### config.mk
export PLATFORM = sky130hd
export DESIGN_NAME = mem_stage_lsu
export DESIGN_NICKNAME = d
export VERILOG_FILES = /design/src/rtl/mem_stage_lsu.sv
export SDC_FILE = /design/constraint.sdc
export NUM_CORES = 1
export LEC_CHECK = 0
export CAP_MARGIN = 5
export CORE_AREA = 3 3 148 150
export DETAILED_ROUTE_END_ITERATION = 10
export DIE_AREA = 0 0 151 153
export HOLD_SLACK_MARGIN = 0.05
export PLACE_DENSITY = 0.66
export SYNTH_ARGS = -nofsm -noshare
export SYNTH_HDL_FRONTEND = slang
export SYNTH_SLANG_ARGS = --single-unit
### constraint.sdc
create_clock -name clk -period 2.2 [get_ports clk]
set_clock_uncertainty 0.15 [all_clocks]
set_input_delay 0.44 -clock clk [delete_from_list [all_inputs] [get_ports clk]]
set_output_delay 0.44 -clock clk [all_outputs]
set_load 0.01 [all_outputs]
### src/rtl/mem_stage_lsu.sv
// Memory stage of the 5-stage RISC-V pipeline.
// Issues load/store accesses over a req/ready handshake, aligns store data,
// extends load data, stalls the pipe while memory is busy, and holds the
// M->W pipeline register.
//
// Handshake: dmem_req is held high until a cycle with dmem_ready=1. That
// cycle completes the access, and dmem_rdata is valid in that cycle only.
// The request attributes (addr/we/be/wdata) stay stable while dmem_req=1,
// because upstream holds the _M inputs whenever stall_M=1.
module mem_stage_lsu #(
  parameter int TIMEOUT_CYCLES = 16,
  parameter int CNT_W          = 5
) (
  input  logic        clk,
  input  logic        rst_n,
  input  logic        write_enable_RF_M,
  input  logic        write_enable_dmem_M,
  input  logic        read_enable_dmem_M,
  input  logic [2:0]  funct3_M,
  input  logic [1:0]  write_back_M,
  input  logic [31:0] alu_rsl_M,
  input  logic [31:0] wd_M,
  input  logic [31:0] imm_extended_M,
  input  logic [4:0]  rd_M,
  input  logic [31:0] pc4_M,
  output logic        dmem_req,
  output logic        dmem_we,
  output logic [31:0] dmem_addr,
  output logic [3:0]  dmem_be,
  output logic [31:0] dmem_wdata,
  input  logic        dmem_ready,
  input  logic [31:0] dmem_rdata,
  output logic        stall_M,
  output logic        write_enable_RF_W,
  output logic [1:0]  write_back_W,
  output logic [31:0] alu_rsl_W,
  output logic [31:0] imm_extended_W,
  output logic [4:0]  rd_W,
  output logic [31:0] pc4_W,
  output logic [31:0] read_data_W,
  output logic        misalign_W,
  output logic        bus_err_W,
  output logic        fsm_state
);

  typedef enum logic {
    S_IDLE = 1'b0,
    S_WAIT = 1'b1
  } state_t;

  localparam logic [CNT_W-1:0] CNT_LAST = CNT_W'(TIMEOUT_CYCLES - 1);

  state_t           state, state_nx;
  logic [CNT_W-1:0] cnt, cnt_nx;

  logic        is_store, is_load, acc, misalign, acc_ok;
  logic [1:0]  size;
  logic        req_raw, stall_raw, complete, timeout;
  logic [31:0] rdata_sh, ld_ext, st_wdata;
  logic [3:0]  st_be;

  // A store wins when both enables are set.
  assign is_store = write_enable_dmem_M;
  assign is_load  = read_enable_dmem_M & ~write_enable_dmem_M;
  assign acc      = write_enable_dmem_M | read_enable_dmem_M;
  assign size     = funct3_M[1:0];

  // Access-size and alignment decode; size 2'b11 is treated as a word.
  always_comb begin
    misalign = 1'b0;
    if (acc) begin
      if (size == 2'b01)
        misalign = alu_rsl_M[0];
      else if (size[1])
        misalign = (alu_rsl_M[1:0] != 2'b00);
    end
  end

  assign acc_ok = acc & ~misalign;

  // State and wait-counter register.
  always_ff @(posedge clk or negedge rst_n) begin
    if (!rst_n) begin
      state <= S_IDLE;
      cnt   <= '0;
    end else begin
      state <= state_nx;
      cnt   <= cnt_nx;
    end
  end

  // Next state, request, stall, completion and timeout decode.
  always_comb begin
    state_nx  = state;
    cnt_nx    = cnt;
    req_raw   = 1'b0;
    stall_raw = 1'b0;
    complete  = 1'b0;
    timeout   = 1'b0;
    case (state)
      S_IDLE: begin
        if (acc_ok) begin
          req_raw = 1'b1;
          if (dmem_ready) begin
            complete = 1'b1;
          end else begin
            stall_raw = 1'b1;
            state_nx  = S_WAIT;
            cnt_nx    = '0;
          end
        end
      end
      S_WAIT: begin
        req_raw = 1'b1;
        if (dmem_ready) begin
          complete = 1'b1;
          state_nx = S_IDLE;
          cnt_nx   = '0;
        end else if (cnt == CNT_LAST) begin
          // Give up: release the pipe so the faulting instruction retires
          // into W as a bus error.
          timeout  = 1'b1;
          state_nx = S_IDLE;
          cnt_nx   = '0;
        end else begin
          stall_raw = 1'b1;
          cnt_nx    = cnt + 1'b1;
        end
      end
      default: begin
        state_nx = S_IDLE;
        cnt_nx   = '0;
      end
    endcase
  end

  // Reset must silence the bus and the stall at once, even with a live _M access.
  assign dmem_req   = req_raw & rst_n;
  assign stall_M    = stall_raw & rst_n;
  assign dmem_we    = dmem_req & write_enable_dmem_M;
  assign dmem_addr  = {alu_rsl_M[31:2], 2'b00};
  assign dmem_be    = (dmem_req & is_store) ? st_be : 4'b0000;
  assign dmem_wdata = st_wdata;
  assign fsm_state  = (state == S_WAIT);

  // Store lane enables and lane-replicated store data.
  always_comb begin
    st_be    = 4'b1111;
    st_wdata = wd_M;
    case (size)
      2'b00: begin
        st_be    = 4'b0001 << alu_rsl_M[1:0];
        st_wdata = {4{wd_M[7:0]}};
      end
      2'b01: begin
        st_be    = alu_rsl_M[1] ? 4'b1100 : 4'b0011;
        st_wdata = {2{wd_M[15:0]}};
      end
      default: begin
        st_be    = 4'b1111;
        st_wdata = wd_M;
      end
    endcase
  end

  assign rdata_sh = dmem_rdata >> {alu_rsl_M[1:0], 3'b000};

  // Load lane select and sign/zero extension (funct3[2] = unsigned).
  always_comb begin
    ld_ext = rdata_sh;
    case (size)
      2'b00:   ld_ext = funct3_M[2] ? {24'b0, rdata_sh[7:0]}
                                    : {{24{rdata_sh[7]}}, rdata_sh[7:0]};
      2'b01:   ld_ext = funct3_M[2] ? {16'b0, rdata_sh[15:0]}
                                    : {{16{rdata_sh[15]}}, rdata_sh[15:0]};
      default: ld_ext = rdata_sh;
    endcase
  end

  // M->W register: a bubble while stalled, otherwise the instruction retires.
  always_ff @(posedge clk or negedge rst_n) begin
    if (!rst_n) begin
      write_enable_RF_W <= 1'b0;
      write_back_W      <= '0;
      alu_rsl_W         <= '0;
      imm_extended_W    <= '0;
      rd_W              <= '0;
      pc4_W             <= '0;
      read_data_W       <= '0;
      misalign_W        <= 1'b0;
      bus_err_W         <= 1'b0;
    end else if (stall_M) begin
      write_enable_RF_W <= 1'b0;
      write_back_W      <= '0;
      alu_rsl_W         <= '0;
      imm_extended_W    <= '0;
      rd_W              <= '0;
      pc4_W             <= '0;
      read_data_W       <= '0;
      misalign_W        <= 1'b0;
      bus_err_W         <= 1'b0;
    end else begin
      write_enable_RF_W <= write_enable_RF_M & ~misalign & ~timeout;
      write_back_W      <= write_back_M;
      alu_rsl_W         <= alu_rsl_M;
      imm_extended_W    <= imm_extended_M;
      rd_W              <= rd_M;
      pc4_W             <= pc4_M;
      read_data_W       <= (complete & is_load) ? ld_ext : 32'b0;
      misalign_W        <= misalign;
      bus_err_W         <= timeout;
    end
  end

endmodule

# Word-level counts from Yosys, hierarchy flattened

Cells that the tools add are included.

Equality and inequality tests: 4
$add $sub $neg: 1
Bitwise gates (word level): 13
Reductions and logical operators: 3
Shifts and indexed selects: 2
Mux-type cells: 38

Operators by type and width:

| cell                                             | number |
|---|---|
| two-way mux 32 bit                               | 7 |
| case mux 32 bit (2 select lines)                 | 2 |
| right shift 32 x 5 -> 32 bit                     | 1 |
| two-way mux 5 bit                                | 5 |
| two-way mux 1 bit                                | 16 |
| case mux 5 bit (2 select lines)                  | 1 |
| AND 1 bit                                        | 8 |
| two-way mux 4 bit                                | 2 |
| case mux 4 bit (2 select lines)                  | 1 |
| case mux 1 bit (2 select lines)                  | 3 |
| adder 5 x 1 -> 5 bit (second input constant)     | 1 |
| == test 5 x 4 -> 1 bit (second input constant)   | 1 |
| inequality test 2 bit (second input constant)    | 2 |
| inverter 1 bit                                   | 4 |
| << shifter 1 x 2 -> 4 bit (first input constant) | 1 |
| == test 2 x 1 -> 1 bit (second input constant)   | 1 |
| zero test 2 bit                                  | 1 |
| two-way mux 2 bit                                | 1 |
| AND reduction 2 bit                              | 1 |
| nonzero test 2 bit                               | 1 |
| bitwise OR 1 bit                                 | 1 |

Flip-flop bits (word level): 144
Output and inout port bits: 210

# Longest topological paths before layout

Gate-level depths: netlist of run 1.

Depth in word-level cells: 11
Gate-level depth with buffers: 7

# Worst setup path before layout of run 1

No wires, ideal clock.

Kind: input to output
Start point: input port alu_rsl_M[0]
End point: output port dmem_be[3]
Arrival time: 1.468 ns
Path slack: 0.142 ns
Buffers on the path: 3
Data required time: 1.610 ns
Cell stages on the path: 5
Path through: buf_2 -> buf_2 -> buf_1 -> o21ai_0 -> a21oi_1

Longest elaborated chain between the ends: 11
Elaborated cells between the ends (all ways): 13

Ends and longest elaborated chain:

| element                         | line | RTL |
|---|---|---|
| from (decl)                     | 21   | `input logic [31:0] alu_rsl_M,` |
| nonzero test 2 bit              | 75   | `misalign = (alu_rsl_M[1:0] != 2'b00);` |
| two-way mux 1 bit               | 74   | `else if (size[1])` |
| two-way mux 1 bit               | 72   | `if (size == 2'b01)` |
| two-way mux 1 bit               | 71   | `if (acc) begin` |
| inverter 1 bit                  | 79   | `assign acc_ok = acc & ~misalign;` |
| AND 1 bit                       | 79   |  |
| two-way mux 1 bit               | 102  | `if (acc_ok) begin` |
| case mux 1 bit (2 select lines) | 100  | `case (state)` |
| AND 1 bit                       | 138  | `assign dmem_req = req_raw & rst_n;` |
| AND 1 bit                       | 142  | `assign dmem_be = (dmem_req & is_store) ? st_be : 4'b0000;` |
| two-way mux 4 bit (*)           | 142  |  |
| to (decl)                       | 29   | `output logic [3:0] dmem_be,` |

Every way passes the cells marked *; elsewhere a longest branch is shown, timed or not.

# Final worst setup path of run 1

Start point: register cnt[0]
End point: output port stall_M

Longest elaborated chain between the ends: 5

Ends and longest elaborated chain:

| element                         | line | RTL |
|---|---|---|
| from (decl)                     | 54   | `logic [CNT_W-1:0] cnt, cnt_nx;` |
| from (signal assigned)          | 88   | `cnt <= cnt_nx;` |
| == test 5 x 4 -> 1 bit          | 119  | `end else if (cnt == CNT_LAST) begin` |
| two-way mux 1 bit               | 119  |  |
| two-way mux 1 bit               | 115  | `if (dmem_ready) begin` |
| case mux 1 bit (2 select lines) | 100  |  |
| AND 1 bit                       | 139  | `assign stall_M = stall_raw & rst_n;` |
| to (decl)                       | 33   | `output logic stall_M,` |

Every way passes these cells.

==> results_dict.tcl, run 1 <==
set metrics [dict create \
    status "complete, but fails checks" \
    failed_checks "negative hold slack" \
    postLayoutSetupSlackWorst_ns 0.01644 \
    die_height_um 153 \
    vdd_drop_max_uv 402.8 \
    final_min_period_over_clock_period_pct 99.25 \
    gp_congestion 0.8607 \
    regToRegEndpoint "pc4_W[14]$_DFF_PN0_" \
    area.growth.synth_to_final_pct 79.41 \
    min_period_ns 2.184 \
    antenna_found_initial 0 \
    max_freq_mhz 458.0 \
    pwr_density_cell_mw_per_mm2 660.1 \
    grt_usage_pct 17.52 \
    number_of_i_o_pins 386 \
    p_leak_nw 4.846 \
    finalHoldViolCount 2 \
    synth_area_leader_cell "sky130_fd_sc_hd__dfrtp_1" \
    postSynthRegisterBits 144 \
    finalNetCount 1109 \
    route.vias.total 5215 \
    totalWireLength_um 20710 \
    synth.area.top_cells "sky130_fd_sc_hd__dfrtp_1 (60%), sky130_fd_sc_hd__and2_1 (11%), sky130_fd_sc_hd__buf_4 (5.1%)" \
    tritoncts.num_buffers 17 \
    die_area_mm2 0.02310 \
    post_synth_num_cell_types 42 \
    syn_inst 537 \
    met2_wirelength_um 10630 \
    worst_setup_hold_path_clk_slew_ns 0.07 \
    r2r_start "cnt[0]$_DFFE_PN0P_" \
    syn_area_mm2 0.006047 \
    grt_start_max_net_pins 144 \
    grt_setup_unrepaired "yes" \
    wl_met3_um 1661 \
    remaining_drc_errors 0 \
    highest-signal-layer "met4" \
    place.port_buffers 383 \
    setup_viol 0 \
    met1Wirelength_um 8062 \
    post_synth.cell_area_avg_um2 11.26 \
    wl_per_cell_um 16.97 \
    grt_pass1_wl_um 31110 \
    clk-insertion-delay-late_ns 0.41 \
    drt.antenna.violating_nets 0 \
    seq_area_frac_synth_pct 59.59 \
    placement.setup.worst_slack_ns -0.7517 \
    worst_hold_path_type "in -> async" \
    htree_levels 4 \
    reg2reg_setup_slack_ns 0.11 \
    cts_tree "done" \
    number_of_global_route_vias_before_repair 5354 \
    fillerInstances 1905 \
    drv_slew 0 \
    floorplan.initialDensity_pct 29.04 \
    cts_root_buf "sky130_fd_sc_hd__clkbuf_16" \
    std_cell_rows 53 \
    core_area_mm2 0.02082 \
    num_antenna_cells 0 \
    dr.first_iter.drc_count 199 \
    clock_sinks 144 \
    die_width_um 151 \
    max-clock-path-buffers 2 \
    cp_max_fo 2 \
    path_cells "ha_4, nand3_2, o21a_1, o21ai_4, inv_2, buf_6" \
    crit_path_start_kind "flop" \
    arrival_ns 1.59 \
    timing.max_cap.violations 0 \
    timing.slew.headroom_pct 46.70 \
    path_class "reg -> out" \
    end_kind "output pin" \
    worst_hold_slack_after_final_layout_ns -0.002607 \
    worstPathRequired_ns 1.61 \
    gr-total-overflow 0 \
    synthDominantCellAreaShare_pct 59.59 \
    max_stage_delay_ns 0.40 \
    r2r.worst_path.cells 8 \
    fin_setup_tns_ns 0 \
    avgViaCountPerCell 4.275 \
    drt_pre_antenna_iters 6 \
    hpwl_um 16020 \
    worst_path_max_delay_cell "sky130_fd_sc_hd__dfrtp_1" \
    yosys_warnings 0 \
    timing_worst_slew_pin_value_ns 0.7996 \
    post_route_cells_drive_above_1_share_pct 14.50 \
]
## routing by layer
| metal | up-vias | track usage, % |
|---|---|---|
| met3 | 22 | 4.921 |
| li1 | 2505 | - |
| met2 | 239 | 30.82 |
| met5 | - | 0 |
| met1 | 2449 | 20.79 |
| met4 | 0 | 4.879 |
## layout by cell type, fill, tap and decap left out, types with 2 or more instances in the layout
cell type and count:
sky130_fd_sc_hd__clkbuf_16 17, sky130_fd_sc_hd__o21ai_0 31, sky130_fd_sc_hd__clkinv_4 3, sky130_fd_sc_hd__nor3_1 4, sky130_fd_sc_hd__mux2_2 9, sky130_fd_sc_hd__o211ai_1 2, sky130_fd_sc_hd__and2_1 110, sky130_fd_sc_hd__buf_12 3
sky130_fd_sc_hd__nand3b_1 2, sky130_fd_sc_hd__or3_1 2, sky130_fd_sc_hd__mux2i_1 24, sky130_fd_sc_hd__clkdlybuf4s50_1 339, sky130_fd_sc_hd__dfrtp_1 144, sky130_fd_sc_hd__a22o_1 2, sky130_fd_sc_hd__inv_1 6, sky130_fd_sc_hd__dlygate4sd2_1 22
sky130_fd_sc_hd__nor2_1 14, sky130_fd_sc_hd__a21oi_1 11, sky130_fd_sc_hd__buf_2 8, sky130_fd_sc_hd__nand2_1 53, sky130_fd_sc_hd__o21ai_2 2, sky130_fd_sc_hd__a211oi_1 13, sky130_fd_sc_hd__inv_8 4, sky130_fd_sc_hd__inv_6 4
sky130_fd_sc_hd__clkbuf_2 6, sky130_fd_sc_hd__a21oi_2 3, sky130_fd_sc_hd__dlymetal6s2s_1 6, sky130_fd_sc_hd__buf_4 55, sky130_fd_sc_hd__nand2b_1 3, sky130_fd_sc_hd__nor2b_1 9, sky130_fd_sc_hd__conb_1 2, sky130_fd_sc_hd__buf_6 4
sky130_fd_sc_hd__clkinvlp_4 2
## cells by family after synthesis
logic type	count (synthesis)	share of synthesized area, %
compound gates	72	7.532
simple gates	207	18.68
other cells	1	0.06201
mux	34	5.897
xor+xnor	1	0.1449
buf+inv	77	7.883
flops	144	59.59
fa+ha+maj	1	0.2069
## power breakdown
part           total [W]  internal, W  switching (W)
clock network    0.00276      0.00150        0.00126
registers        0.00288      0.00282      0.0000570
logic            0.00153     0.000912       0.000615
total            0.00716      0.00523        0.00193
## area by class of cell
class | count | area (µm²) | share of cell area (%)
inverter | 7 | 26.28 | 0.2422
multi-input combinational | 317 | 2021 | 18.63
sequential | 144 | 3603 | 33.21
timing repair buffer | 445 | 4287 | 39.51
tap | 275 | 344.1 | 3.171
clock inverter | 15 | 142.6 | 1.315
clock buffer | 17 | 425.4 | 3.921
## Yosys cell counts, drive strengths merged
cell type and count:
nor2b 9, nand2 53, clkbuf 8, and4 1
o21ai 34, o21bai 1, a22o 2, nand2b 3
buf 62, conb 1, a41oi 1, o211ai 3
or3 2, a211oi 14, mux2 10, o21a 1
a31oi 1, and2b 1, nor4 1, mux2i 24
nand3b 2, ha 1, nor2 15, or2 3
xor2 1, and2 111, a21boi 1, dfrtp 144
nand3 2, nor3 4, inv 7, a21oi 14
## sequential cells by signal, indices dropped and copies added, names as in the netlist
register and cells:
misalign_W 1, fsm_state 1, read_data_W 32, bus_err_W 1, imm_extended_W 32, cnt 5, write_enable_RF_W 1, alu_rsl_W 32
rd_W 5, pc4_W 32, write_back_W 2
## worst max-delay path by stage
stage	cells past startpoint	startpoint	to
6_report	6	cnt[0]$_DFFE_PN0P_	stall_M
5_1_grt	6	cnt[0]$_DFFE_PN0P_	stall_M
4_1_cts	6	cnt[1]$_DFFE_PN0P_	stall_M
3_5_place_dp	6	funct3_M[1]	dmem_be[3]
3_3_place_gp	6	funct3_M[1]	dmem_be[0]
2_1_floorplan	5	alu_rsl_M[0]	dmem_be[3]
## worst max-delay path: cells and delay by family, from the launching register on
kind / cells / cell delay, ns
AOI/OAI and AO/OA: 2 / 0.35
adders and majority gates: 1 / 0.16
buffers and inverters: 2 / 0.18
DFF: 1 / 0.40
and+or+nand+nor: 1 / 0.08
## metrics by stage
stage / area, µm² / hold WS, ns / power (W) / utilization (%) / std cells
floorplan: 6051 / -0.005591 / 0.003444 / - / 538
global placement: 10200 / 0.08618 / 0.004452 / 48.98 / 1175
detailed placement: 10200 / 0.08781 / 0.004466 / 48.98 / 1175
CTS: 10810 / 0.07797 / 0.007243 / 51.91 / 1217
global route: 10850 / 0.07086 / 0.007514 / 52.10 / 1220
finish: 10850 / -0.002607 / 0.007162 / 52.10 / 1220
## what timing repair did
action                                 4_1_cts  5_1_grt
resized for setup                           71       26
setup endpoints to repair                   58       25
buffers inserted                             9        3
endpoints found under the hold margin        1        0
pin swaps                                    7        3
hold buffers                                 1        0
(Power assumes the default switching activity.)
==> inputs of run 2 (changes only) <==
- SKIP_LAST_GASP: default -> 1
- SLEW_MARGIN: default -> 10
==> run 2 against run 1 <==
  * The flow still finishes with violations (negative hold slack)
  * Die area unchanged
  * Flip-flop and latch count unchanged
  * Fmax about the same
  * Global-route usage did not move
  * Setup slack about the same
  * Utilization hardly changed
  * Cell area about the same
  * Largest cell class unchanged
==> results_dict.tcl, run 2 (same netlist as run 1, synthesis figures left out) <==
set metrics [dict create \
    comb_power_share_pct 21.3 \
    worst_hold_path_type "in -> async" \
    max-clock-path-buffers 2 \
    clock_sinks 144 \
    worst_setup_hold_path_clk_slew_ns 0.07 \
    grt_start_max_net_pins 144 \
    layout.cells.most_common "sky130_fd_sc_hd__clkdlybuf4s50_1" \
    remaining_drc_errors 0 \
    grt_usage_pct 17.52 \
    avgViaCountPerCell 4.271 \
    cp_max_fo 2 \
    finalPower_w 0.007161 \
    finalNetCount 1109 \
    power.share.sequential_pct 40.2 \
    grtUsageMet1_pct 20.79 \
    dr.first_iter.drc_count 221 \
    core_area_mm2 0.02082 \
    power_report.internal_total_w 0.005232 \
    finalHoldViolCount 2 \
    status "complete, but fails checks" \
    worstPathRequired_ns 1.61 \
    worst_hold_slack_after_final_layout_ns -0.003056 \
    vdd_drop_max_uv 402.7 \
    switchingPower_w 0.001929 \
    crit_end "stall_M" \
    timing.max_cap.violations 0 \
    max_freq_mhz 458.0 \
    totalWireLength_um 20690 \
    htree_levels 4 \
    gp_congestion 0.8607 \
    route.vias.total 5211 \
    fillerInstances 1905 \
    p_leak_nw 4.836 \
    setup_viol 0 \
    pwr_density_cell_mw_per_mm2 660.2 \
    drt.antenna.violating_nets 0 \
    wl_per_cell_um 16.96 \
    end_kind "output pin" \
    gr-total-overflow 0 \
    reg2reg_setup_slack_ns 0.11 \
    grt.met2_usage_pct 30.82 \
    worstSetupStartpoint "cnt[0]$_DFFE_PN0P_" \
    cts_root_buf "sky130_fd_sc_hd__clkbuf_16" \
    area.growth.synth_to_final_pct 79.37 \
    post_route_cells_drive_above_1_share_pct 14.50 \
    drt_pre_antenna_iters 6 \
    grt_setup_unrepaired "yes" \
    arrival_ns 1.59 \
    most-common-layout-cells "sky130_fd_sc_hd__clkdlybuf4s50_1 (340), sky130_fd_sc_hd__dfrtp_1 (144), sky130_fd_sc_hd__and2_1 (110)" \
    drv_slew 0 \
    path_class "reg -> out" \
    min_period_ns 2.184 \
    r2r_start "cnt[0]$_DFFE_PN0P_" \
    final_min_period_over_clock_period_pct 99.25 \
    fin_setup_tns_ns 0 \
    globalRoute.busiestLayer "met2" \
    num_antenna_cells 0 \
    cts_tree "done" \
    timing_worst_slew_pin_value_ns 0.7976 \
    number_of_global_route_vias_before_repair 5354 \
    timing.slew.headroom_pct 46.83 \
    number_of_i_o_pins 386 \
    place.port_buffers 383 \
    grt_pass1_wl_um 31110 \
    tritoncts.num_buffers 17 \
    std_cell_rows 53 \
    failed_checks "negative hold slack" \
    die_height_um 153 \
    floorplan.initialDensity_pct 29.04 \
    antenna_found_initial 0 \
    pwr-share-clk_pct 38.5 \
    crit_path_start_kind "flop" \
    die_area_mm2 0.02310 \
    global_route.usage.met3_pct 4.921 \
    r2r.worst_path.cells 8 \
    hpwl_um 16020 \
    clk-insertion-delay-late_ns 0.41 \
    regToRegEndpoint "pc4_W[14]$_DFF_PN0_" \
    die_width_um 151 \
    swShare_pct 26.94 \
]
-- run 2: final cells by class --
cell class	count	area (µm²)	area share [%]
Timing Repair Buffer	445	4284	39.50
Sequential cell	144	3603	33.22
Multi-Input combinational cell	317	2021	18.63
Clock buffer	17	425.4	3.922
Tap cell	275	344.1	3.172
Clock inverter	15	142.6	1.315
Inverter	7	26.28	0.2422
-- run 2: power groups by stage --
stage,Sequential (W),Combinational (W),Clock (W)
2_1_floorplan,0.00302,0.000425,0
3_3_place_gp,0.00292,0.00153,0
3_5_place_dp,0.00293,0.00154,0
4_1_cts,0.00288,0.00153,0.00283
5_1_grt,0.00289,0.00165,0.00297
6_report,0.00288,0.00153,0.00276
-- run 2: how the worst min path moves through the flow --
stage          start  slack [ns]  depth (start not counted)                       end
2_1_floorplan  rst_n      -0.006                          0    alu_rsl_W[0]$_DFF_PN0_
3_5_place_dp   rst_n        0.09                          1       fsm_state$_DFF_PN0_
4_1_cts        rst_n        0.08                          2  read_data_W[7]$_DFF_PN0_
6_report       rst_n      -0.003                          2  read_data_W[7]$_DFF_PN0_
5_1_grt        rst_n        0.07                          2  read_data_W[7]$_DFF_PN0_
3_3_place_gp   rst_n        0.09                          1       fsm_state$_DFF_PN0_
-- run 2: layer usage --
| layer | share of wire (%) | up-vias |
|---|---|---|
| met5 | 0 | - |
| met1 | 39 | 2445 |
| met4 | 1.7 | 0 |
| met2 | 51 | 239 |
| li1 | - | 2505 |
| met3 | 8.0 | 22 |
-- run 2: through the flow --
stage                     cell area (µm²)  instances  utilization (%)  setup slack (ns)  hold WS [ns]
after floorplan                      6051        538                -            0.1417     -0.005591
final                               10850       1220            52.09           0.01649     -0.003056
after global placement              10200       1175            48.98           -0.7103       0.08618
after CTS                           10820       1217            51.95           -0.1142       0.07797
after global routing                10850       1220            52.09          -0.06515       0.07079
after detailed placement            10200       1175            48.98           -0.7517       0.08781
-- run 2: repair_timing --
item / CTS / global route
resized for setup: 64 / 30
pin swaps: 7 / 4
endpoints found under the setup margin: 58 / 25
hold buffers: 1 / 0
endpoints found under the hold margin: 1 / 0
setup buffers: 9 / 3
-- run 2: critical path: stages (launching register included) --
cell and delay (ns):
sky130_fd_sc_hd__dfrtp_1 0.40, sky130_fd_sc_hd__ha_4 0.16, sky130_fd_sc_hd__nand3_2 0.08, sky130_fd_sc_hd__o21a_1 0.21, sky130_fd_sc_hd__o21ai_4 0.14, sky130_fd_sc_hd__inv_2 0.06
sky130_fd_sc_hd__buf_6 0.12
==> inputs of run 3 (changes only) <==
- CORE_AREA: 3 3 148 150 -> 3 3 147 149
- DIE_AREA: 0 0 151 153 -> 0 0 150 152
- DONT_BUFFER_PORTS: default -> 1
- PLACE_DENSITY: 0.66 -> default
- clock period: 2.2 -> 2.75 ns (I/O delays scaled with it)
==> run 3 against run 2 <==
  * The run still ends with negative hold slack left
  * Cell area is 40% lower
  * Utilization is 20 points lower
  * Count of clock-buffer cells in the layout stayed put
  * Flip-flop and latch count stayed put
  * Largest power group unchanged
==> results_dict.tcl, run 3 (same netlist as run 1, synthesis figures left out) <==
set metrics [dict create \
    fin_setup_tns_ns 0 \
    totalWireLength_um 16730 \
    gp_congestion 0.7906 \
    max-clock-path-buffers 2 \
    cts_tree "done" \
    final_min_period_over_clock_period_pct 88.23 \
    swShare_pct 26.47 \
    cts_root_buf "sky130_fd_sc_hd__clkbuf_16" \
    layout.cells.most_common "sky130_fd_sc_hd__dfrtp_1" \
    crit_path_start_kind "flop" \
    failed_checks "negative hold slack" \
    worst_hold_slack_after_final_layout_ns -0.3183 \
    htree_levels 4 \
    post_route_cells_drive_above_1_share_pct 10.36 \
    postCtsResizedCells 0 \
    worst_setup_hold_path_clk_slew_ns 0.07 \
    remaining_drc_errors 0 \
    min_period_ns 2.426 \
    die_width_um 150 \
    gr-total-overflow 0 \
    grt_setup_unrepaired "no" \
    avgViaCountPerCell 4.717 \
    multiInputGateArea_mm2 0.001978 \
    clock_sinks 144 \
    core_area_mm2 0.02030 \
    grt_start_max_net_pins 148 \
    drv_slew 0 \
    drt.antenna.violating_nets 0 \
    post_cts_buffers 0 \
    comb_power_share_pct 6.3 \
    power_report.internal_total_w 0.003601 \
    grt_usage_pct 14.18 \
    most-common-layout-cells "sky130_fd_sc_hd__dfrtp_1 (144), sky130_fd_sc_hd__and2_1 (111), sky130_fd_sc_hd__nand2_1 (53)" \
    die_area_mm2 0.02280 \
    pwr-share-clk_pct 44.5 \
    finish.cell_count_without_fillers 773 \
    floorplan.initialDensity_pct 29.79 \
    place.port_buffers 0 \
    worst_path_max_delay_cell "sky130_fd_sc_hd__dfrtp_1" \
    status "complete, but fails checks" \
    hpwl_um 12700 \
    setup_viol 0 \
    dp_cells 740 \
    antenna_found_initial 1 \
    end_kind "output pin" \
    std_cell_rows 52 \
    dr.first_iter.drc_count 146 \
    worstPathRequired_ns 2.05 \
    route.vias.total 3646 \
    grt_pass1_wl_um 24780 \
    max_stage_delay_ns 0.39 \
    switchingPower_w 0.001296 \
    finalNetCount 666 \
    finalHoldViolCount 144 \
    number_of_global_route_vias_before_repair 4006 \
    path_class "reg -> out" \
    path_cells "ha_1, nand3_1, o21a_1, o21ai_4, inv_2" \
    timing.slew.headroom_pct 51.61 \
    worst_hold_path_type "in -> async" \
    fillerInstances 2050 \
    number_of_i_o_pins 386 \
    power.share.sequential_pct 49.2 \
    timing_worst_slew_pin_value_ns 0.7257 \
    clk-insertion-delay-late_ns 0.41 \
    die_height_um 152 \
    worstPathBufferInverterCount 1 \
    drt_pre_antenna_iters 4 \
    timing.max_cap.violations 0 \
    p_leak_nw 2.956 \
    tritoncts.num_buffers 17 \
    arrival_ns 1.73 \
    cp_max_fo 4 \
    area.growth.synth_to_final_pct 8.256 \
    crit_family "compound AO/OA/AOI/OAI gates" \
    max_freq_mhz 412.2 \
    pwr_density_cell_mw_per_mm2 748.0 \
    vdd_drop_max_uv 309.2 \
    wl_per_cell_um 21.65 \
    seq_area_mm2 0.003603 \
]
## run 3: changes by cell type in the layout (fill, tap and decap cells not counted), sizes merged
cell           before  now
buf                70    2
diode               0    1
dlymetal6s2s        5    0
dlygate4sd2        22    0
clkdlybuf4s50     340    0
dlygate4sd3         1    0
clkbuf             24   17
## run 3: routing by layer
layer	track usage [%]	up-vias	wire length (µm)
met5	0	-	0
li1	-	1603	-
met4	3.791	0	159
met1	15.14	1771	6053
met2	25.21	263	8605
met3	6.405	9	1914
## run 3: power by group through the flow
stage / clock, W / sequential [W] / combinational [W]
finish: 0.00218 / 0.00241 / 0.000307
global route: 0.00237 / 0.00242 / 0.000346
global placement: 0 / 0.00245 / 0.000301
detailed placement: 0 / 0.00245 / 0.000314
CTS: 0.00226 / 0.00242 / 0.000315
floorplan: 0 / 0.00241 / 0.000340
## run 3: metrics by stage
| step | util (%) | worst slack (ns) | total power, W | hold WS (ns) | cell area, µm² |
|---|---|---|---|---|---|
| 2_1_floorplan | - | 0.4717 | 0.002755 | 0.1044 | 6051 |
| 3_3_place_gp | 29.43 | 0.6596 | 0.002753 | 0.1075 | 5973 |
| 3_5_place_dp | 29.43 | 0.5259 | 0.002768 | 0.1076 | 5973 |
| 4_1_cts | 32.24 | 0.3063 | 0.004991 | -0.3436 | 6544 |
| 5_1_grt | 32.25 | 0.2225 | 0.005143 | -0.3605 | 6546 |
| 6_report | 32.25 | 0.3238 | 0.004897 | -0.3183 | 6546 |
## run 3: worst paths after layout
path | depth (start not counted) | start | endpoint | slack (ns)
max in group asynchronous | 0 | rst_n | read_data_W[1]$_DFF_PN0_ | 2.61
worst max-delay path | 5 | cnt[0]$_DFFE_PN0P_ | stall_M | 0.32
worst min-delay path | 0 | rst_n | imm_extended_W[12]$_DFF_PN0_ | -0.32
worst min register to register | 1 | cnt[4]$_DFFE_PN0P_ | bus_err_W$_DFF_PN0_ | 0.37
worst max register to register | 6 | cnt[0]$_DFFE_PN0P_ | imm_extended_W[30]$_DFF_PN0_ | 0.69
min in group clk | 1 | alu_rsl_M[0] | read_data_W[6]$_DFF_PN0_ | 0.08
## run 3: layout make-up
| cell class | count | area share, % |
|---|---|---|
| Clock inverter | 15 | 2.217 |
| Inverter | 7 | 0.4014 |
| Sequential cell | 144 | 55.05 |
| Clock buffer | 17 | 6.498 |
| Multi-Input combinational cell | 317 | 30.22 |
| Antenna cell | 1 | 0.03823 |
| Timing Repair Buffer | 2 | 0.4205 |
| Tap cell | 270 | 5.161 |
## run 3: worst reg2reg max path, stage by stage (launching register included)
cell	delay [ns]
sky130_fd_sc_hd__dfrtp_1	0.39
sky130_fd_sc_hd__ha_1	0.21
sky130_fd_sc_hd__nand3_1	0.15
sky130_fd_sc_hd__o21a_1	0.26
sky130_fd_sc_hd__o21ai_4	0.21
sky130_fd_sc_hd__buf_12	0.26
sky130_fd_sc_hd__and2_1	0.34
